$ cat config.mk
export PLATFORM = sky130hd
export DESIGN_NAME = skin_threshold_ctrl
export DESIGN_NICKNAME = d
export VERILOG_FILES = /design/src/rtl/skin_thr_pkg.sv /design/src/rtl/key_debounce.sv /design/src/rtl/skin_threshold_ctrl.sv
export SDC_FILE = /design/constraint.sdc
export NUM_CORES = 1
export LEC_CHECK = 0
export BUFFER_PORTS_ARGS = -buffer_cell sky130_fd_sc_hd__buf_2
export CELL_PAD_IN_SITES_DETAIL_PLACEMENT = 0
export CELL_PAD_IN_SITES_GLOBAL_PLACEMENT = 1
export CORE_MARGIN = 1
export CORE_UTILIZATION = 45
export DETAILED_ROUTE_END_ITERATION = 7
export GPL_TIMING_DRIVEN = 0
export PLACE_DENSITY_LB_ADDON = 0.1
export SLEW_MARGIN = 20
export SYNTH_ARGS = -nofsm -noshare
export SYNTH_HDL_FRONTEND = slang
export SYNTH_HIERARCHICAL = 1
export SYNTH_SLANG_ARGS = --single-unit
$ cat constraint.sdc
create_clock -name clk -period 10.6 [get_ports clk]
set_input_delay 2.12 -clock clk [delete_from_list [all_inputs] [get_ports clk]]
set_output_delay 2.12 -clock clk [all_outputs]
set_load 0.005 [all_outputs]
$ cat src/rtl/skin_thr_pkg.sv
// skin_thr_pkg
//   Shared constants for the skin-segmentation threshold controller:
//   threshold count, selection indices and the reset default of every
//   threshold, plus the selection wrap helper.
package skin_thr_pkg;

  localparam int NUM_THR = 6;

  localparam logic [2:0] SEL_Y_LO  = 3'd0;
  localparam logic [2:0] SEL_Y_HI  = 3'd1;
  localparam logic [2:0] SEL_CB_LO = 3'd2;
  localparam logic [2:0] SEL_CB_HI = 3'd3;
  localparam logic [2:0] SEL_CR_LO = 3'd4;
  localparam logic [2:0] SEL_CR_HI = 3'd5;

  localparam logic [7:0] DEF_Y_LO  = 8'd50;
  localparam logic [7:0] DEF_Y_HI  = 8'd255;
  localparam logic [7:0] DEF_CB_LO = 8'd77;
  localparam logic [7:0] DEF_CB_HI = 8'd132;
  localparam logic [7:0] DEF_CR_LO = 8'd135;
  localparam logic [7:0] DEF_CR_HI = 8'd173;

  // Defaults in selection-index order, so reset loops can index by sel.
  localparam logic [7:0] DEF_THR [NUM_THR] = '{
    DEF_Y_LO, DEF_Y_HI, DEF_CB_LO, DEF_CB_HI, DEF_CR_LO, DEF_CR_HI
  };

  function automatic logic [2:0] next_sel(input logic [2:0] cur);
    return (cur == SEL_CR_HI) ? SEL_Y_LO : cur + 3'd1;
  endfunction

endpackage

$ cat src/rtl/key_debounce.sv
// key_debounce
//   Synchronises one raw push-button, debounces it and emits a one-cycle
//   event on the debounced press. With THR_AUTOREPEAT_EN defined and
//   REPEAT_EN set, a held key also emits repeat events.
// Ports
//   clk        in  clock
//   rst        in  asynchronous active-high reset
//   key_raw    in  raw button level, high = pressed
//   key_event  out one-cycle pulse per press (and per repeat)
// Configuration macro: THR_AUTOREPEAT_EN
module key_debounce #(
  parameter int DEBOUNCE_CYCLES = 1000000
`ifdef THR_AUTOREPEAT_EN
  , parameter bit REPEAT_EN     = 1'b1,
  parameter int REPEAT_DELAY    = 25000000,
  parameter int REPEAT_PERIOD   = 5000000
`endif
) (
  input  logic clk,
  input  logic rst,
  input  logic key_raw,
  output logic key_event
);

  localparam int CNT_W = $clog2(DEBOUNCE_CYCLES + 1);

  logic             sync1_q, sync1_d;
  logic             sync2_q, sync2_d;
  logic [CNT_W-1:0] cnt_q, cnt_d;
  logic             level_q, level_d;
  logic             prev_q, prev_d;
  logic             event_q, event_d;
  logic             rpt_fire;

`ifdef THR_AUTOREPEAT_EN
  localparam int RPT_MAX = (REPEAT_DELAY > REPEAT_PERIOD) ? REPEAT_DELAY : REPEAT_PERIOD;
  localparam int RPT_W   = $clog2(RPT_MAX + 1);

  logic [RPT_W-1:0] rpt_cnt_q, rpt_cnt_d;
  logic             rpt_armed_q, rpt_armed_d;
  logic [RPT_W-1:0] rpt_limit;

  // Counts cycles while the key stays held after its press event; the first
  // repeat waits REPEAT_DELAY, later ones REPEAT_PERIOD.
  always_comb begin
    rpt_cnt_d   = '0;
    rpt_armed_d = 1'b0;
    rpt_fire    = 1'b0;
    rpt_limit   = rpt_armed_q ? RPT_W'(REPEAT_PERIOD - 1) : RPT_W'(REPEAT_DELAY - 1);
    if (level_q && prev_q) begin
      rpt_armed_d = rpt_armed_q;
      if (rpt_cnt_q == rpt_limit) begin
        rpt_fire    = REPEAT_EN;
        rpt_armed_d = 1'b1;
      end else begin
        rpt_cnt_d = rpt_cnt_q + RPT_W'(1);
      end
    end
  end

  always_ff @(posedge clk or posedge rst) begin
    if (rst) begin
      rpt_cnt_q   <= '0;
      rpt_armed_q <= 1'b0;
    end else begin
      rpt_cnt_q   <= rpt_cnt_d;
      rpt_armed_q <= rpt_armed_d;
    end
  end
`else
  assign rpt_fire = 1'b0;
`endif

  // The debounced level flips only after DEBOUNCE_CYCLES consecutive
  // synchronised samples disagree with it; any agreeing sample restarts.
  always_comb begin
    sync1_d = key_raw;
    sync2_d = sync1_q;
    level_d = level_q;
    cnt_d   = '0;
    if (sync2_q != level_q) begin
      if (cnt_q == CNT_W'(DEBOUNCE_CYCLES - 1)) begin
        level_d = sync2_q;
      end else begin
        cnt_d = cnt_q + CNT_W'(1);
      end
    end
    prev_d  = level_q;
    event_d = (level_q & ~prev_q) | rpt_fire;
  end

  always_ff @(posedge clk or posedge rst) begin
    if (rst) begin
      sync1_q <= 1'b0;
      sync2_q <= 1'b0;
      cnt_q   <= '0;
      level_q <= 1'b0;
      prev_q  <= 1'b0;
      event_q <= 1'b0;
    end else begin
      sync1_q <= sync1_d;
      sync2_q <= sync2_d;
      cnt_q   <= cnt_d;
      level_q <= level_d;
      prev_q  <= prev_d;
      event_q <= event_d;
    end
  end

  assign key_event = event_q;

endmodule

$ cat src/rtl/skin_threshold_ctrl.sv
// skin_threshold_ctrl
//   Owns the six YCbCr skin thresholds. Three debounced keys select and
//   adjust a working copy; the working set is committed to the active
//   outputs only at frame start so a frame never mixes two sets.
// Ports
//   clk, rst                 clock, asynchronous active-high reset
//   key_dec/key_inc/key_sel  raw buttons (high = pressed)
//   frame_start              one-cycle pulse at start of frame
//   sel                      selected threshold index 0..5
//   y_lo..cr_hi              active thresholds
//   cfg_update               one-cycle pulse when a changed set is committed
// Configuration macro: THR_AUTOREPEAT_EN (auto-repeat on held dec/inc)
module skin_threshold_ctrl
  import skin_thr_pkg::*;
#(
  parameter int DEBOUNCE_CYCLES = 1000000
`ifdef THR_AUTOREPEAT_EN
  , parameter int REPEAT_DELAY  = 25000000,
  parameter int REPEAT_PERIOD   = 5000000
`endif
) (
  input  logic       clk,
  input  logic       rst,
  input  logic       key_dec,
  input  logic       key_inc,
  input  logic       key_sel,
  input  logic       frame_start,
  output logic [2:0] sel,
  output logic [7:0] y_lo,
  output logic [7:0] y_hi,
  output logic [7:0] cb_lo,
  output logic [7:0] cb_hi,
  output logic [7:0] cr_lo,
  output logic [7:0] cr_hi,
  output logic       cfg_update
);

  logic ev_dec, ev_inc, ev_sel;

  logic [7:0] wk_q  [NUM_THR];
  logic [7:0] wk_d  [NUM_THR];
  logic [7:0] act_q [NUM_THR];
  logic [7:0] act_d [NUM_THR];
  logic [2:0] sel_q, sel_d;
  logic       dirty_q, dirty_d;
  logic       cfg_update_q, cfg_update_d;

  logic [7:0] cur_val;
  logic [7:0] pair_val;
  logic       is_hi;
  logic       applied;

  key_debounce #(
    .DEBOUNCE_CYCLES(DEBOUNCE_CYCLES)
`ifdef THR_AUTOREPEAT_EN
    , .REPEAT_EN(1'b1), .REPEAT_DELAY(REPEAT_DELAY), .REPEAT_PERIOD(REPEAT_PERIOD)
`endif
  ) u_deb_dec (.clk(clk), .rst(rst), .key_raw(key_dec), .key_event(ev_dec));

  key_debounce #(
    .DEBOUNCE_CYCLES(DEBOUNCE_CYCLES)
`ifdef THR_AUTOREPEAT_EN
    , .REPEAT_EN(1'b1), .REPEAT_DELAY(REPEAT_DELAY), .REPEAT_PERIOD(REPEAT_PERIOD)
`endif
  ) u_deb_inc (.clk(clk), .rst(rst), .key_raw(key_inc), .key_event(ev_inc));

  key_debounce #(
    .DEBOUNCE_CYCLES(DEBOUNCE_CYCLES)
`ifdef THR_AUTOREPEAT_EN
    , .REPEAT_EN(1'b0), .REPEAT_DELAY(REPEAT_DELAY), .REPEAT_PERIOD(REPEAT_PERIOD)
`endif
  ) u_deb_sel (.clk(clk), .rst(rst), .key_raw(key_sel), .key_event(ev_sel));

  // Lo/hi partners share an index pair (even = lo, odd = hi), so the
  // partner of the selected threshold is sel with bit 0 flipped. The
  // adjust uses the pre-advance sel, and a commit copies the working set
  // as it stood before this cycle's edit, which leaves that edit pending.
  always_comb begin
    wk_d         = wk_q;
    act_d        = act_q;
    sel_d        = sel_q;
    dirty_d      = dirty_q;
    cfg_update_d = 1'b0;
    applied      = 1'b0;
    is_hi        = sel_q[0];
    cur_val      = wk_q[sel_q];
    pair_val     = wk_q[sel_q ^ 3'd1];

    if (ev_inc && !ev_dec && cur_val != 8'd255 && (is_hi || cur_val < pair_val)) begin
      wk_d[sel_q] = cur_val + 8'd1;
      applied     = 1'b1;
    end
    if (ev_dec && !ev_inc && cur_val != 8'd0 && (!is_hi || cur_val > pair_val)) begin
      wk_d[sel_q] = cur_val - 8'd1;
      applied     = 1'b1;
    end

    if (ev_sel) begin
      sel_d = next_sel(sel_q);
    end

    if (frame_start && dirty_q) begin
      act_d        = wk_q;
      cfg_update_d = 1'b1;
      dirty_d      = applied;
    end else if (applied) begin
      dirty_d = 1'b1;
    end
  end

  always_ff @(posedge clk or posedge rst) begin
    if (rst) begin
      for (int i = 0; i < NUM_THR; i++) begin
        wk_q[i]  <= DEF_THR[i];
        act_q[i] <= DEF_THR[i];
      end
      sel_q        <= SEL_Y_LO;
      dirty_q      <= 1'b0;
      cfg_update_q <= 1'b0;
    end else begin
      wk_q         <= wk_d;
      act_q        <= act_d;
      sel_q        <= sel_d;
      dirty_q      <= dirty_d;
      cfg_update_q <= cfg_update_d;
    end
  end

  assign sel        = sel_q;
  assign y_lo       = act_q[SEL_Y_LO];
  assign y_hi       = act_q[SEL_Y_HI];
  assign cb_lo      = act_q[SEL_CB_LO];
  assign cb_hi      = act_q[SEL_CB_HI];
  assign cr_lo      = act_q[SEL_CR_LO];
  assign cr_hi      = act_q[SEL_CR_HI];
  assign cfg_update = cfg_update_q;

endmodule

### Word-level counts from Yosys, hierarchy flattened

Cells that the tools add are included.

| storage, ports and cells | value |
|---|---|
| flip-flop bits (word level) | 176 |
| bits of input ports | 6 |
| output and inout bits | 52 |
| word-level logic and storage cells | 103 |

| operators by class | value |
|---|---|
| add/sub/neg operators | 6 |
| $lt $le $gt $ge | 5 |
| eq/ne operators | 8 |
| multiplexer cells | 24 |
| bitwise logic cells | 9 |
| reductions and logical operators | 18 |

Operators by type and width:

| kind | number |
|---|---|
| $mux 20 | 6 |
| $bwmux 48 | 2 |
| $mux 48 | 2 |
| $add 20x1->20 const B | 3 |
| $eq 20x20->1 const B | 3 |
| $bmux 8 s3 | 2 |
| $mux 8 | 5 |
| $demux 8 s3 | 1 |
| $add 8x1->8 const B | 1 |
| $ge 4x4->1 const B | 2 |
| $gt 8x8->1 | 1 |
| $logic_and 1x1->1 | 8 |
| $lt 8x8->1 | 1 |
| $ne 8x8->1 const B | 1 |
| $not 3->4 | 2 |
| $reduce_bool 8->1 | 1 |
| $sub 8x1->8 const B | 1 |
| $reduce_and 2->1 | 3 |
| $mux 1 | 5 |
| $lt 4x1->1 const B | 1 |
| $not 1->1 | 4 |
| $add 3x1->3 const B | 1 |
| $and 1x1->1 | 3 |
| $eq 3x3->1 const B | 1 |
| other kinds (5) | 10 |

### Logic depth before layout (Yosys ltp)

| logic depth | value |
|---|---|
| depth after elaboration | 12 |
| gate-level depth with buffers | 17 |
| depth with buffers taken out | 12 |

### Cells and area by module

The synthesis kept the hierarchy.

By module, submodules not included:

| module | times used | cells an instance | area an instance (µm²) |
|---|---|---|---|
| skin_threshold_ctrl | 1 | 523 | 5,699.2 |
| key_debounce | 3 | 114 | 1,168.6 |

### Least setup slack after synthesis

OpenSTA, ideal clock, no wires.

| path | value |
|---|---|
| kind | register to register |
| start point | reg sel_q[2], in the netlist sel[2] |
| end point | reg wk_q[24] in the netlist's numbering |
| setup time | 0.082 ns |
| arrival | 3.808 ns |
| required time | 10.518 ns |
| setup slack | 6.710 ns |
| stages on the path, launching flop included | 16 |
| path buffers | 4 |
| cell sequence | dfrtp_1 -> buf_4 -> buf_8 -> clkbuf_1 -> clkbuf_1 -> mux2_2 -> a221o_1 -> o21ai_0 -> ha_1 -> nor2b_1 -> o211ai_1 -> a211oi_1 -> nor3_1 -> nand3_1 -> nand2_1 -> mux2_2 |

RTL lines:

| what | line | source |
|---|---|---|
| start, declared | skin_threshold_ctrl.sv:44 | `logic [2:0] sel_q, sel_d;` |
| start signal, assigned | skin_threshold_ctrl.sv:123 | `sel_q <= sel_d;` |
| end signal, assigned by index | skin_threshold_ctrl.sv:114 | `wk_q[i] <= DEF_THR[i];` |
| end signal, assigned | skin_threshold_ctrl.sv:121 | `wk_q <= wk_d;` |
| end, declared | skin_threshold_ctrl.sv:40 | `logic [7:0] wk_q [NUM_THR];` |

==> metrics.txt <==
Warnings, synthesis=6; area growth from synthesis to final layout=13.3%; post-synthesis sequential area ratio=0.486; sequence of cells on the critical path=buf_4 > buf_2 > buf_2 > buf_1 > clkbuf_1 > o21ai_0 > a22oi_1 > ha_1 > a21oi_1 > o21a_1 > nor2_1 > nor3_1 > nand3_1 > nand2_1 > mux2_2; number of resized instances in the post-cts repair step=0; Final setup violation count=0; WHS Endpoint=u_deb_dec/sync2_q; post-CTS setup repair buffer count=0; slew of the pin with the lowest slew margin=1.21 ns; Std-Cell Rows=51; Yosys cell types=64; most used cell along the critical path=buf_2; Detailed Route Iter0 Violations=523; setup tns final=0 ns; number of clock sinks seen by CTS=176; final period demand of the worst path=5.40 ns; highest-count cells in the layout ignoring fill and taps=dfrtp_1 (124), nor2_1 (106), buf_2 (66); # H-tree levels=4; min-delay worst type=reg2reg; first-pass GRT wire length=41.1 mm; count of unresolved DRC violations after routing=0; pin count of the biggest net entering global routing=56; count of input and output buffers=57; number of nets in the finished design=962; peak supply drop=105 µV; number of diodes=0; endpoint of the worst-slack reg-to-reg timing path=wk_q[24]; power density over the cells=127 mW/mm²; reg-to-reg setup timing slack=5.20 ns; worst slack on hold paths=0.349 ns; clock network fraction of total power=0.468; Hold Crit Depth=0; critical-path cell with the highest stage delay=buf_1; type of the worst setup path=reg2reg; Netlist Area Pre-Place=0.00921 mm²; Bufs on Longest Clock Path=2; horizontal die dimension=145 µm; Slew HR=0.184; Static Leak=4.62 nW; worst r2r src=sel[0]; Root Buffer=clkbuf_16; slowest stage delay, CP=0.63 ns; detailed placer's ending HPWL=19.0 mm; largest fanout of any net on the critical path=10; relative contribution of sequential cells to total power=0.512; Crit path arrival time=5.77 ns; most frequently used flop master after synthesis=dfrtp_1; unrepaired setup endpoints after global routing=false; Final Max Slew Viols=0; count of placed standard cells including taps=1188; hold buffers post-CTS=0; ratio of cells with drive above 1 in the final layout=0.262; combinational fraction of design power=0.020; detailed-route wire length=25.9 mm; core area=0.0198 mm²; max cap viols=0; number of antenna violations at the first check in global routing=0; number of synthesized flops with an enable pin=0; register bit count reported by yosys=176; mean instance size in the synthesized netlist=10.6 µm²; worst hold start=u_deb_dec/sync1_q; average detailed-routed wire length per instance=21.2 µm; Post-Route Skew=0.0105 ns; most common cell after layout, fill and taps aside=dfrtp_1; launching instance or port of the critical path=sel[0]; insertion delay of the later-clocked pin in the worst-skew pair=0.43 ns; DRT Pass-1 Iters=5; Initial Utilization=0.465; async set-or-reset flop fraction in the synthesized netlist=1.00; die extent in y=145 µm; total placed instance area=0.00986 mm²; Worst-path clk slew=0.07 ns; Placer Congestion=0.945; final hold violation count=0; critical path endpoint category=flop; syn_nets=885; floorplan die area=0.0210 mm²; Global Route Usage Sum=0.256; via count of the first global-routing pass=7153; final standard cell count with taps included and fillers excluded=1220; clock buffer count from CTS=17; Post-Layout Inst Area=0.0104 mm²; global route total overflow=0; final critical-path share of the clock period=0.510; switching power=0.312 mW; cell-internal power=1.02 mW; vias per cell=5.79; required time of the worst setup path=10.96 ns; element type at the critical path start=flop; status=completed; Fmax achieved=0.185 GHz; Syn Inst Count=865; post-route antenna net violation count=0; TritonCTS clock tree=yes; io pins=58; via count of the routed design=7064; r2r worst-path depth=15; switching part of the total power=0.235
## cell type report
type | count | area (µm²)
Multi-Input combinational cell | 610 | 4380
Buffer | 34 | 191
Sequential cell | 176 | 4470
Inverter | 45 | 174
Fill cell | 1834 | 9350
Clock inverter | 14 | 145
Clock buffer | 18 | 429
Timing Repair Buffer | 58 | 313
Tap cell | 265 | 332
## critical path: cells and delay by family, from the launching register on
family	cells	cell delay (ns)
AOI/OAI and AO/OA	4	0.77
adders and majority gates	1	0.28
buffers and inverters	5	2.04
DFF	1	0.35
muxes	1	0.36
and+or+nand+nor	4	1.52
## kinds of logic (layout without fill, tap and decap cells)
kind of cell,Yosys count,in the layout,synth area share
mux,125,125,0.150
compound gates,120,120,0.0922
xor+xnor,59,59,0.0561
simple gates,292,292,0.158
buf+inv,79,169,0.0391
fa+ha+maj,14,14,0.0190
flops,176,176,0.486
## through the flow
step | util | worst slack [ns] | power (mW)
4_1_cts | 0.527 | 5.24 | 1.34
3_3_place_gp | 0.497 | 4.69 | 0.716
3_5_place_dp | 0.498 | 5.28 | 0.720
6_report | 0.527 | 5.20 | 1.33
2_1_floorplan | - | 5.92 | 0.709
5_1_grt | 0.527 | 5.02 | 1.38
## power by group through the flow
stage / logic (mW) / clock network, mW / registers (mW)
floorplan: 0.0187 / 0 / 0.691
global placement: 0.0254 / 0 / 0.691
detailed placement: 0.0282 / 0 / 0.691
CTS: 0.0283 / 0.635 / 0.679
global route: 0.0317 / 0.666 / 0.680
finish: 0.0269 / 0.620 / 0.679
## cell usage after synthesis, types with 3 or more instances
master	instances	share of area
a211oi_1	3	0.0024
a21boi_0	4	0.0033
a21oi_1	20	0.011
a221o_1	5	0.0054
a22oi_1	9	0.0073
a31o_2	3	0.0029
and3_1	4	0.0027
buf_2	9	0.0049
buf_4	3	0.0024
buf_6	4	0.0049
clkbuf_1	15	0.0061
dfrtp_1	124	0.34
dfstp_2	52	0.15
ha_1	14	0.019
inv_1	44	0.018
mux2_2	63	0.077
mux2i_1	58	0.063
mux4_2	4	0.0098
nand2_1	38	0.015
nand2b_1	4	0.0027
nand3_1	32	0.017
nand3b_1	5	0.0041
nand4_1	22	0.015
nor2_1	108	0.044
nor2b_1	10	0.0068
nor3_1	19	0.010
nor3b_1	4	0.0033
nor4_1	20	0.014
o211ai_1	9	0.0073
o21ai_0	34	0.018
o21ai_4	3	0.0053
o221a_2	6	0.0073
or2_2	3	0.0020
or3_1	5	0.0034
or4_1	7	0.0057
or4_4	3	0.0037
or4b_1	3	0.0033
xnor2_1	49	0.047
xor2_1	10	0.0095
## how the worst max path moves through the flow
| stage | endpoint | slack [ns] | cells after the start |
|---|---|---|---|
| 6_report | wk_q[24] | 5.20 | 15 |
| 3_3_place_gp | sel[0] | 4.69 | 2 |
| 3_5_place_dp | wk_q[24] | 5.28 | 15 |
| 4_1_cts | wk_q[24] | 5.24 | 15 |
| 5_1_grt | wk_q[24] | 5.02 | 15 |
| 2_1_floorplan | cb_hi[0] | 5.92 | 1 |
## flip-flops by register name, indices dropped and copies added (netlist names), 3 cells and up
signal and cells:
cb_hi 8, cb_lo 8, cr_hi 8, cr_lo 8, sel 3, u_deb_dec/cnt_q 20, u_deb_inc/cnt_q 20, u_deb_sel/cnt_q 20
wk_q 48, y_hi 8, y_lo 8
## routing by layer
metal,vias to the layer above,wire [µm],track usage
li1,3249,-,-
met1,3592,11900,0.350
met2,191,12300,0.411
met3,32,1140,0.0396
met4,0,590,0.0936
met5,-,0,0
(Power assumes the default switching activity.)
